===== config.mk =====
export PLATFORM = sky130hd
export DESIGN_NAME = mem_access_stage
export DESIGN_NICKNAME = d
export VERILOG_FILES = /design/src/rtl/mem_access_stage.sv
export SDC_FILE = /design/constraint.sdc
export NUM_CORES = 1
export LEC_CHECK = 0
export ABC_AREA = 1
export BUFFER_PORTS_ARGS = -buffer_cell sky130_fd_sc_hd__buf_2
export CORE_AREA = 8 8 126 128
export CTS_CLUSTER_DIAMETER = 200
export DETAILED_ROUTE_END_ITERATION = 12
export DIE_AREA = 0 0 134 136
export PLACE_DENSITY = 0.82
export RECOVER_POWER = 25
export SKIP_CTS_REPAIR_TIMING = 1
export SLEW_MARGIN = 10
export SYNTH_ARGS = -nofsm -noshare
export SYNTH_HDL_FRONTEND = slang
export SYNTH_SLANG_ARGS = --single-unit

===== constraint.sdc =====
create_clock -name clk -period 3.9 [get_ports clk]
set_input_delay 0.585 -clock clk [delete_from_list [all_inputs] [get_ports clk]]
set_output_delay 0.585 -clock clk [all_outputs]
set_load 0.01 [all_outputs]

===== src/rtl/mem_access_stage.sv =====
// MEM stage of the 5-stage RISC-V pipeline: word loads/stores over a ready-handshaked
// data bus, upstream stall while an access is outstanding, and the MEM/WB register.
module mem_access_stage #(
    parameter int unsigned TIMEOUT_CYCLES = 16,
    parameter int unsigned CNT_W          = 16
) (
    input  logic             clk,
    input  logic             reset,
    input  logic             in_mem_read,
    input  logic             in_mem_write,
    input  logic             in_mem_to_reg,
    input  logic             in_reg_write,
    input  logic [31:0]      in_alu_result,
    input  logic [31:0]      in_store_data,
    input  logic [4:0]       in_rd,
    output logic             stall,
    output logic             dmem_req,
    output logic             dmem_we,
    output logic [31:0]      dmem_addr,
    output logic [31:0]      dmem_wdata,
    input  logic             dmem_ready,
    input  logic [31:0]      dmem_rdata,
    output logic [31:0]      out_wb_data,
    output logic [4:0]       out_rd,
    output logic             out_reg_write,
    output logic             misalign_err,
    output logic             bus_err,
    output logic [CNT_W-1:0] stall_count
);

    localparam int unsigned TW = (TIMEOUT_CYCLES > 1) ? $clog2(TIMEOUT_CYCLES) : 1;
    localparam logic [TW-1:0] TCNT_LAST = TW'(TIMEOUT_CYCLES - 1);

    localparam logic [0:0] ST_IDLE   = 1'b0;
    localparam logic [0:0] ST_ACCESS = 1'b1;

    logic [0:0]    state;
    logic [TW-1:0] tcnt;
    logic [31:0]   bus_addr;
    logic [31:0]   bus_wdata;
    logic          bus_we;

    logic mem_op;
    logic aligned;
    logic timeout_hit;
    logic rd_nonzero;

    assign mem_op      = in_mem_read | in_mem_write;
    assign aligned     = (in_alu_result[1:0] == 2'b00);
    assign timeout_hit = (tcnt == TCNT_LAST);
    assign rd_nonzero  = (in_rd != '0);

    assign dmem_req   = (state == ST_ACCESS);
    assign dmem_we    = bus_we;
    assign dmem_addr  = bus_addr;
    assign dmem_wdata = bus_wdata;

    // The timeout cycle itself releases the stall so EX/MEM advances on the abort edge.
    always_comb begin
        stall = 1'b0;
        case (state)
            ST_IDLE:   stall = mem_op & aligned;
            ST_ACCESS: stall = ~dmem_ready & ~timeout_hit;
            default:   stall = 1'b0;
        endcase
    end

    always_ff @(posedge clk or posedge reset) begin
        if (reset) begin
            state     <= ST_IDLE;
            tcnt      <= '0;
            bus_addr  <= '0;
            bus_wdata <= '0;
            bus_we    <= 1'b0;
            bus_err   <= 1'b0;
        end else begin
            case (state)
                ST_IDLE: begin
                    if (mem_op && aligned) begin
                        state     <= ST_ACCESS;
                        tcnt      <= '0;
                        bus_addr  <= in_alu_result;
                        bus_wdata <= in_store_data;
                        bus_we    <= in_mem_write;
                    end
                end
                ST_ACCESS: begin
                    if (dmem_ready) begin
                        state <= ST_IDLE;
                    end else if (timeout_hit) begin
                        state   <= ST_IDLE;
                        bus_err <= 1'b1;
                    end else begin
                        tcnt <= tcnt + TW'(1);
                    end
                end
                default: state <= ST_IDLE;
            endcase
        end
    end

    always_ff @(posedge clk or posedge reset) begin
        if (reset) begin
            out_wb_data   <= '0;
            out_rd        <= '0;
            out_reg_write <= 1'b0;
            misalign_err  <= 1'b0;
        end else begin
            misalign_err <= 1'b0;
            if (stall) begin
                out_rd        <= '0;
                out_reg_write <= 1'b0;
            end else if (state == ST_ACCESS) begin
                if (dmem_ready) begin
                    // A combined read+write is treated as a store: no load data returned.
                    out_wb_data   <= (in_mem_to_reg && !in_mem_write) ? dmem_rdata : in_alu_result;
                    out_rd        <= in_rd;
                    out_reg_write <= in_reg_write & rd_nonzero & ~in_mem_write;
                end else begin
                    out_rd        <= '0;
                    out_reg_write <= 1'b0;
                end
            end else if (mem_op) begin
                misalign_err  <= 1'b1;
                out_wb_data   <= in_alu_result;
                out_rd        <= in_rd;
                out_reg_write <= 1'b0;
            end else begin
                out_wb_data   <= in_alu_result;
                out_rd        <= in_rd;
                out_reg_write <= in_reg_write & rd_nonzero;
            end
        end
    end

    always_ff @(posedge clk or posedge reset) begin
        if (reset) begin
            stall_count <= '0;
        end else if (stall && (stall_count != '1)) begin
            stall_count <= stall_count + CNT_W'(1);
        end
    end

endmodule


# Word level (Yosys, flattened, before mapping)
# Cells that the tools add are included.
dict set report word_totals {
  in_bits 108
  register_bits 126
  output_inout_bits 123
  word_cells 61
}
dict set report classes {
  muxes 22
  eq_ne 6
  n_reduce_logical 10
  add_sub_neg 2
  bitwise_logic 10
}
# cell count
set ops {}
lappend ops {{2-to-1 mux 32 bit} 3}
lappend ops {{adder 16 x 1 -> 16 bit, second input constant} 1}
lappend ops {{inequality test 16 bit, second input constant} 1}
lappend ops {{2-to-1 mux 5 bit} 3}
lappend ops {{2-to-1 mux 4 bit} 3}
lappend ops {{2-to-1 mux 1 bit} 10}
lappend ops {{inequality test 2 bit, second input constant} 4}
lappend ops {{one-hot mux 4 bit (2 select lines)} 1}
lappend ops {{AND reduction 3 bit} 2}
lappend ops {{NOT 1 bit} 5}
lappend ops {{nonzero test 5 bit} 1}
lappend ops {{adder 4 x 1 -> 4 bit, second input constant} 1}
lappend ops {{AND 1 bit} 4}
lappend ops {{== test 4 bit, second input constant} 1}
lappend ops {{one-hot mux 1 bit (2 select lines)} 2}
lappend ops {{AND reduction 2 bit} 2}
lappend ops {{logical AND 1 bit} 3}
lappend ops {{zero test 2 bit} 1}
lappend ops {{zero test 1 bit} 1}
lappend ops {{OR 1 bit} 1}

# Depth between registers and ports, before layout
dict set report depth {
  word_depth 6
  depth_mapped 10
  ltp_nobuf 9
}

# Worst setup path after synthesis
# OpenSTA, ideal clock, no wires.
dict set report synth_timing {
  path_kind {input -> output}
  start {input in_mem_write}
  end {output stall}
  setup_slack_ns 2.129
  required_ns 3.315
  arrival_ns 1.186
  cell_stages 5
  path_buffers 1
  path_cell_list {inv_1 -> nand2_1 -> nand3_2 -> nand2_2 -> buf_2}
}
dict set report synth_via {
  elab_chain_cells 3
}
# element line
set synth_lines {}
lappend synth_lines {{from (decl)} 10} ;# input logic in_mem_write,
lappend synth_lines {{OR 1 bit} 48} ;# assign mem_op = in_mem_read | in_mem_write;
lappend synth_lines {{AND 1 bit} 62} ;# ST_IDLE: stall = mem_op & aligned;
lappend synth_lines {{one-hot mux 1 bit (2 select lines)} 61} ;# case (state)
lappend synth_lines {{to (decl)} 16} ;# output logic stall,
# Every way passes these cells.

# Final worst setup path
dict set report layout_timing {
  start {input in_alu_result[0]}
  end {output stall}
}
dict set report layout_via {
  elab_chain_cells 3
}
# element line
set layout_lines {}
lappend layout_lines {{from (decl)} 13} ;# input logic [31:0] in_alu_result,
lappend layout_lines {{zero test 2 bit} 49} ;# assign aligned = (in_alu_result[1:0] == 2'b00);
lappend layout_lines {{AND 1 bit} 62}
lappend layout_lines {{one-hot mux 1 bit (2 select lines)} 61}
# Every way passes these cells.

==> results.sh <==
export IMPL_grt_ovfl_total=0
export IMPL_syn_area_per_cell_um2=8.33
export IMPL_yosys_area_share_simple_pct=22.7
export IMPL_maxSlewViolCount=0
export IMPL_start_util_pct=38.7
export IMPL_n_antenna_cell=0
export IMPL_hold_class="input port to register"
export IMPL_clock_latency_ns=0.41
export IMPL_status="complete, no violations"
export IMPL_path_cells="buf_2 -> nor2_1 -> nand3_4 -> nand2_2 -> buf_2"
export IMPL_post_route_period_util_pct=65.6
export IMPL_synth_top_family_by_area="simple AND/OR/NAND/NOR gates"
export IMPL_p_leak_nw=4.07
export IMPL_route_final_wire_length_um=15300
export IMPL_slowest_stage="nand3_4"
export IMPL_ir_drop_mv=0.303
export IMPL_grt_pass1_vias=4813
export IMPL_critPathKind="input port to output port"
export IMPL_arrival_ns=1.98
export IMPL_drtAntennaViolNets=0
export IMPL_drt_iter0_markers=347
export IMPL_firstDrtPassIters=4
export IMPL_instances_no_fill=1075
export IMPL_critPathMaxFanout=38
export IMPL_drv_cap=0
export IMPL_rsz0062_at_grt="no"
export IMPL_die_y_um=136
export IMPL_cts_tree="built"
export IMPL_core_area_um2=14000
export IMPL_synth_xor_area_share_pct=0.967
export IMPL_die_w_um=134
export IMPL_critPathRequiredTime_ns=3.31
export IMPL_routabilityCongestion=0.787
export IMPL_critPathCaptureType="output port"
export IMPL_grt_pass1_wl_um=24300
export IMPL_hold_viol=0
export IMPL_critPathBufInv=2
export IMPL_port_buffers=230
export IMPL_antenna_found_initial=0
export IMPL_start_kind="input port"
export IMPL_synthCells=653
export IMPL_fin_util_pct=52.3
export IMPL_synth_seq_cells=126
export IMPL_tightest_slew_ns=0.651
export IMPL_clock_fmax_ghz=0.391
export IMPL_clkSinkCount=126
export IMPL_grt_usage_pct=16.9
export IMPL_nets=988
export IMPL_syn_nets=763
export IMPL_viasPerCell=4.54
export IMPL_clk_pin_slew_worst_paths_ns=0.06
export IMPL_period_minus_slack_ns=2.56
export IMPL_finClkSkew_ns=0.00878
export IMPL_setup_viol=0
export IMPL_ios=231
export IMPL_syn_to_final_growth_pct=35.0
export IMPL_critical_path_most_common_cell="buf_2"
export IMPL_max_slew_margin_pct=56.6
export IMPL_muxShareOfSynthArea_pct=0
export IMPL_wl_per_cell_um=14.3
export IMPL_cts_root_buf="clkbuf_16"
export IMPL_clk_path_buf_depth=2
export IMPL_cts_buffers=17
export IMPL_place_area_um2=6740
export IMPL_vias=4880
export IMPL_h_tree_depth=4
export IMPL_crit_family="simple AND/OR/NAND/NOR gates"
export IMPL_dp_cells=1043
export IMPL_tns_ns=0
export IMPL_fp_dieArea_um2=18200
export IMPL_slowest_delay_ns=0.41
export IMPL_drive_gt1_share_pct=31.4
export IMPL_row_count=44
export IMPL_route_detailed_drc=0
export IMPL_synth_area_um2=5440
export IMPL_yosysWarnings=0
export IMPL_dp_hpwl_um=11300
export IMPL_synth_seq_area_share_pct=58.0
export IMPL_p_per_area_nw_per_um2=554
export IMPL_fin_total_pwr_mw=4.07
export IMPL_synth_compound_area_share_pct=10.7
export IMPL_final_cell_area_um2=7340
export IMPL_synthAdderAreaFrac_pct=0.460
export IMPL_grt_max_degree=127
export IMPL_ys_types=28
==> per-layer routing <==
layer  up-vias  global-route usage [%]  part of all wire [%]
met5         -                       0                     0
met1      2227                    19.6                    41
li1       2488                       -                     -
met4         0                    6.30                   1.7
met3        18                    6.02                   6.4
met2       147                    28.3                    50
==> tightest hold or removal path: stages <==
cell	delay (ns)
buf_2	0.07
nand2_1	0.04
nand2_1	0.04
==> path summary, 6_finish.rpt <==
check | from | endpoint | slack, ns | cells after the start
max | in_alu_result[0] | stall | 1.34 | 5
min | in_store_data[17] | dmem_wdata[17] | 0.36 | 3
max reg2reg | dmem_req | out_wb_data[27] | 1.49 | 8
min reg2reg | bus_err | bus_err | 0.47 | 1
max in group asynchronous | reset | dmem_wdata[26] | 3.04 | 3
min in group asynchronous | reset | dmem_addr[26] | 0.41 | 3
==> area by class of cell <==
class	instances	area, um^2
well taps	184	230
multi-input cells	433	1910
flip-flops and latches	126	3150
clock inverters	12	135
inverters	65	245
fillers	1344	6700
clock buffers	20	467
repair buffers	235	1200
==> sequential cells by signal (all words and copies together) (netlist names) <==
name           count
dmem_wdata        32
out_wb_data       32
dmem_addr         32
stall_count       16
dmem_req           1
dmem_we            1
misalign_err       1
bus_err            1
out_rd             5
out_reg_write      1
tcnt               4
==> where the power goes <==
| group | switching, mW | total [mW] | internal, mW |
|---|---|---|---|
| registers | 0.144 | 1.68 | 1.54 |
| clock network | 0.584 | 1.58 | 0.994 |
| logic | 0.484 | 0.808 | 0.324 |
==> stage by stage <==
step / hold WS (ns) / worst slack [ns]
floorplan: 0.500 / 1.76
global placement: 0.451 / 1.13
detailed placement: 0.460 / 1.03
CTS: 0.346 / 1.31
global route: 0.350 / 1.19
finish: 0.364 / 1.34
==> synthesized netlist by cell type (all sizes together) <==
cell type  count  area (um^2)
a21oi          2         10.0
o211ai         2         15.0
xor2           3         26.3
xnor2          3         26.3
clkbuf        14         52.6
nand3         12         65.1
dfrtp        126         3150
a31oi          1         6.26
inv           65          244
o21a           1         7.51
nor2          30          135
nor3           1         5.00
nand4          2         12.5
o21bai         1         7.51
nand3b         3         22.5
o21ai        106          534
nand2        264          996
ha             2         25.0
buf           15         92.6
==> placed cells by master, fill, tap and decap left out <==
cell        synthesis  routed
ha_1                2       2
nand3_1            11      10
clkbuf_8            0       3
o21ai_0            81      81
xor2_1              3       3
nand4_1             2       2
inv_2               4       4
a31oi_1             1       1
clkinvlp_2          0       1
inv_1              61      60
nor2_1             27      27
xnor2_1             3       3
o21ai_1            24      24
nor3_1              1       1
nand3_4             0       1
o211ai_1            2       2
nor2_4              3       3
o21a_1              1       1
o21bai_1            1       1
buf_4               3       4
inv_6               0       2
nand3b_1            3       3
nand2_2             2       2
nand2_1           262     262
clkbuf_16           0      17
clkinv_2            0       2
buf_12              0       1
dfrtp_1           126     126
clkinv_4            0       2
buf_2               8     230
nand3_2             1       1
o21ai_2             1       1
clkinvlp_4          0       4
a21oi_1             2       2
bufinv_16           0       2
==> cells by family (layout without fill, tap and decap cells) <==
family                   Yosys count  count (layout)
buffers and inverters             94             332
XOR/XNOR                           6               6
AND/OR/NAND/NOR                  312             312
AO/OA/AOI/OAI                    113             113
flip-flops                       126             126
adder cells (fa/ha/maj)            2               2
No activity file was read; power rests on OpenSTA's default activity.
